==> src/rtl/line_draw_engine.sv <==
// Bresenham line rasteriser: latches two endpoints and a colour on start, then
// streams one pixel per plot_valid/plot_ready handshake, any octant.
module line_draw_engine #(
  parameter int XW = 9,
  parameter int YW = 8,
  parameter int CW = 3
) (
  input  logic          clk,
  input  logic          reset,
  input  logic          start,
  input  logic [XW-1:0] x0,
  input  logic [XW-1:0] x1,
  input  logic [YW-1:0] y0,
  input  logic [YW-1:0] y1,
  input  logic [CW-1:0] colour_in,
  input  logic          plot_ready,
  output logic          plot_valid,
  output logic [XW-1:0] plot_x,
  output logic [YW-1:0] plot_y,
  output logic [CW-1:0] plot_colour,
  output logic          busy,
  output logic          done
);
  localparam int MW = (XW > YW) ? XW : YW;
  localparam int EW = MW + 2;

  typedef enum logic [1:0] {IDLE, SETUP, PLOT, DONE} state_t;
  state_t r_state, w_next;

  logic [MW-1:0] r_x0, r_x1, r_y0, r_y1;
  logic [CW-1:0] r_colour;
  logic          r_steep, r_yneg;
  logic [MW-1:0] r_major, r_major_end, r_minor, r_dx, r_dy;
  logic signed [EW-1:0] r_err;

  logic [MW-1:0] w_adx, w_ady, w_a0, w_a1, w_b0, w_b1;
  logic [MW-1:0] w_maj0, w_maj1, w_min0, w_min1, w_dx, w_dy;
  logic          w_steep, w_swap, w_yneg, w_last;
  logic signed [EW-1:0] w_dx_s, w_dy_s, w_e;

  // Setup: fold into a shallow, left-to-right octant on the major axis.
  assign w_adx   = (r_x1 >= r_x0) ? r_x1 - r_x0 : r_x0 - r_x1;
  assign w_ady   = (r_y1 >= r_y0) ? r_y1 - r_y0 : r_y0 - r_y1;
  assign w_steep = w_ady > w_adx;
  assign w_a0    = w_steep ? r_y0 : r_x0;
  assign w_a1    = w_steep ? r_y1 : r_x1;
  assign w_b0    = w_steep ? r_x0 : r_y0;
  assign w_b1    = w_steep ? r_x1 : r_y1;
  assign w_swap  = w_a0 > w_a1;
  assign w_maj0  = w_swap ? w_a1 : w_a0;
  assign w_maj1  = w_swap ? w_a0 : w_a1;
  assign w_min0  = w_swap ? w_b1 : w_b0;
  assign w_min1  = w_swap ? w_b0 : w_b1;
  assign w_dx    = w_maj1 - w_maj0;
  assign w_dy    = (w_min1 >= w_min0) ? w_min1 - w_min0 : w_min0 - w_min1;
  assign w_yneg  = w_min0 > w_min1;

  assign w_dx_s = EW'(r_dx);
  assign w_dy_s = EW'(r_dy);
  assign w_e    = r_err - w_dy_s;
  assign w_last = (r_major == r_major_end);

  always_ff @(posedge clk) begin
    if (reset) r_state <= IDLE;
    else       r_state <= w_next;
  end

  always_comb begin
    w_next = r_state;
    case (r_state)
      IDLE:    if (start) w_next = SETUP;
      SETUP:   w_next = PLOT;
      PLOT:    if (plot_ready && w_last) w_next = DONE;
      DONE:    w_next = IDLE;
      default: w_next = IDLE;
    endcase
  end

  always_comb begin
    plot_valid = (r_state == PLOT);
    busy       = (r_state != IDLE);
    done       = (r_state == DONE);
  end

  assign plot_x      = r_steep ? r_minor[XW-1:0] : r_major[XW-1:0];
  assign plot_y      = r_steep ? r_major[YW-1:0] : r_minor[YW-1:0];
  assign plot_colour = r_colour;

  always_ff @(posedge clk) begin
    if (reset) begin
      r_x0 <= '0; r_x1 <= '0; r_y0 <= '0; r_y1 <= '0;
      r_colour <= '0; r_steep <= 1'b0; r_yneg <= 1'b0;
      r_major <= '0; r_major_end <= '0; r_minor <= '0;
      r_dx <= '0; r_dy <= '0; r_err <= '0;
    end else begin
      if (r_state == IDLE && start) begin
        r_x0 <= MW'(x0); r_x1 <= MW'(x1);
        r_y0 <= MW'(y0); r_y1 <= MW'(y1);
        r_colour <= colour_in;
      end
      if (r_state == SETUP) begin
        r_steep     <= w_steep;
        r_yneg      <= w_yneg;
        r_major     <= w_maj0;
        r_major_end <= w_maj1;
        r_minor     <= w_min0;
        r_dx        <= w_dx;
        r_dy        <= w_dy;
        r_err       <= EW'(w_dx >> 1);
      end
      if (r_state == PLOT && plot_ready && !w_last) begin
        r_major <= r_major + MW'(1);
        if (w_e[EW-1]) begin
          r_minor <= r_yneg ? r_minor - MW'(1) : r_minor + MW'(1);
          r_err   <= w_e + w_dx_s;
        end else begin
          r_err <= w_e;
        end
      end
    end
  end
endmodule
==> config.mk <==
export PLATFORM = sky130hd
export DESIGN_NAME = line_draw_engine
export DESIGN_NICKNAME = d
export VERILOG_FILES = /design/src/rtl/line_draw_engine.sv
export SDC_FILE = /design/constraint.sdc
export NUM_CORES = 1
export LEC_CHECK = 0
export BUFFER_PORTS_ARGS = -buffer_cell sky130_fd_sc_hd__buf_2
export CORE_ASPECT_RATIO = 2
export CORE_MARGIN = 2
export CORE_UTILIZATION = 63
export CTS_CLUSTER_SIZE = 14
export DETAILED_ROUTE_END_ITERATION = 12
export PLACE_DENSITY_LB_ADDON = 0.12
export SYNTH_ARGS = -nofsm -noshare
export SYNTH_HDL_FRONTEND = slang
export SYNTH_SLANG_ARGS = --single-unit
==> constraint.sdc <==
create_clock -name clk -period 14.8 [get_ports clk]
set_clock_uncertainty 0.1 [all_clocks]
set_input_delay 2.96 -clock clk [delete_from_list [all_inputs] [get_ports clk]]
set_output_delay 2.96 -clock clk [all_outputs]
set_load 0.005 [all_outputs]
==> results.ini <==
[outcome]
outcome=finished, final reports clean

[cts]
clk_pin_slew_ns=0.07
cts_root_buf=clkbuf_16
ctsResizeCount=0
postCtsHoldBufs=0
clk_latency_ns=0.36
clockBufferDepth=2
cts_setup_buffers=0
cts.sinks=97
cts-htree-levels=3
numCtsBuffers=9
tritoncts=done

[sta]
clock.fmax_mhz=84.5
hold_slack_ns=0.354
worstMarginPinSlew_ns=1.10
slew_headroom=0.266
slew_violations=0
rsz0062_at_grt=false
finalSetupTns_ns=0
min_period_over_period=0.800
setup_slack_ns=2.97
min_period_ns=11.83
setup_viol=0
hold_violations=0

[synth]
synth-async-reset-ratio=0
synth_top_area_cell=dfxtp_1
syn_area_per_cell_um2=7.47
syn_area_mm2=0.00938
ys_warn_count=0
synth.area.top_cells=dfxtp_1 (21%), ha_1 (13%), a21oi_1 (7.5%)
syn-num-nets=1405
synth_edf_count=0
synthTopCellsByCount=nand2_1 (163), a21oi_1 (140), inv_1 (111)
ys_seq_area_frac=0.207
yosys.area.top_type_share=0.207
synthFlopType=dfxtp_1
ys_types=73
synthCells=1256
synth_most_common_cell=nand2_1
synth_seq_cells=97

[global_routing]
track_usage=0.352
antenna_found_initial=0
grt_pass1_vias=8612
grt_pass1_wl_um=44500
gr-total-overflow=0
grt_max_degree=103

[worst_setup_path]
critPathRequiredTime_ns=14.91
critPathLaunch=r_y0[1]
slowest_delay_ns=0.61
end_kind=flop
critPathKind=reg2reg
cp-start-kind=flop
rr_startpoint=r_y0[1]
arrival_ns=11.94
crit_path_max_fanout=62
crit_slowest_cell=a2111oi_0
path_common_cell=o21ai_0

[final_layout]
design_area_mm2=0.0101
n_antenna_cell=0
fillers=1298
drive_gt1_frac=0.108
nets=1423
area_delta_synth_final_pct=7.33

[place]
placed_cell_area_mm2=0.00976
gp_congestion=0.956
dp_slack_ns=3.17
io_buffers=63
dp_hpwl_um=21700

[detailed_routing]
drt_iter0_drc=726
antenna_left=0
remaining_drc_errors=0
vias_per_cell=6.18
wl_per_cell_um=19.1
firstDrtPassIters=6
vias=9111
routed_wl_um=28200

[die]
core.rowCount=63
start_util=0.640
die_width_um=90.3
die_y_um=177
io_pins=64
core-area_mm2=0.0147
die_area_mm2=0.0159

[worst_hold_path]
hp-start=plot_colour[0]
worstHoldPathType=reg2reg

[run]
max_cap_violations=0

==> critical path, delay by kind of cell (launching register included) <==
| family | cells | cell delay [ns] |
|---|---|---|
| and+or+nand+nor | 9 | 2.27 |
| buffers and inverters | 3 | 0.84 |
| AOI/OAI and AO/OA | 25 | 5.58 |
| adders and majority gates | 4 | 1.47 |
| muxes | 2 | 0.73 |
| xor gates and xnor gates | 1 | 0.16 |
| DFF | 1 | 0.46 |
==> flip-flops by register name (all words and copies together), names as in the netlist <==
signal and flops:
r_state 2, r_yneg 1, r_dy 9, r_x0 9
r_err 11, r_major 9, r_y1 8, plot_colour 3
r_major_end 9, r_y0 8, r_dx 9, r_x1 9
r_steep 1, r_minor 9
==> cell type report <==
class / count / area, um2 / area share
multi-input combinational: 985 / 6790 / 0.674
sequential: 97 / 1940 / 0.193
inverter: 111 / 417 / 0.0414
timing repair buffer: 70 / 370 / 0.0368
tap: 195 / 244 / 0.0242
clock buffer: 11 / 243 / 0.0241
clock inverter: 5 / 62.6 / 0.00622
==> worst paths after layout <==
kind / end / slack [ns] / cells past startpoint
setup / recovery: r_dy[7] / 2.97 / 44
hold / removal: plot_colour[0] / 0.35 / 2
setup reg to reg: r_dy[7] / 2.97 / 44
hold reg to reg: plot_colour[0] / 0.35 / 2
==> layout by cell type (no fill, tap or decap), types with 9 or more instances in the layout <==
master,count
clkbuf_16,9
nand3_1,26
ha_1,98
a211oi_1,36
fa_1,9
a21oi_1,140
nor3_1,19
mux2_2,22
inv_1,111
dfxtp_1,97
mux2i_1,49
nand2_1,163
o21bai_1,18
and3_1,12
nor2_1,108
xnor2_1,42
a21o_1,18
buf_2,62
xor2_1,18
o211ai_1,10
o21ai_0,61
a31oi_1,15
==> routing by layer <==
metal | wire, um | vias to the layer above | GRT usage
met3 | 1770 | 78 | 0.0405
met4 | 1420 | 0 | 0.188
met1 | 11100 | 4265 | 0.422
met2 | 13900 | 352 | 0.611
li1 | - | 4416 | -
met5 | 0 | - | 0
==> stage by stage <==
step,std cells,util
after detailed placement,1458,0.666
final,1474,0.686
after global placement,1458,0.666
after floorplan,1256,-
after CTS,1474,0.686
after global routing,1474,0.686
==> cell families (layout without fill, tap and decap cells) <==
family | Yosys count | after routing | share of synthesized area
DFF | 97 | 97 | 0.207
buffers and inverters | 174 | 197 | 0.0707
adders and majority gates | 110 | 110 | 0.153
and+or+nand+nor | 382 | 382 | 0.183
muxes | 74 | 74 | 0.0834
xor gates and xnor gates | 61 | 61 | 0.0584
AOI/OAI and AO/OA | 358 | 358 | 0.244
Power is left out: the tool's default activity adds up to more than one toggle a clock period on the data nets, which glitch-free logic cannot reach.
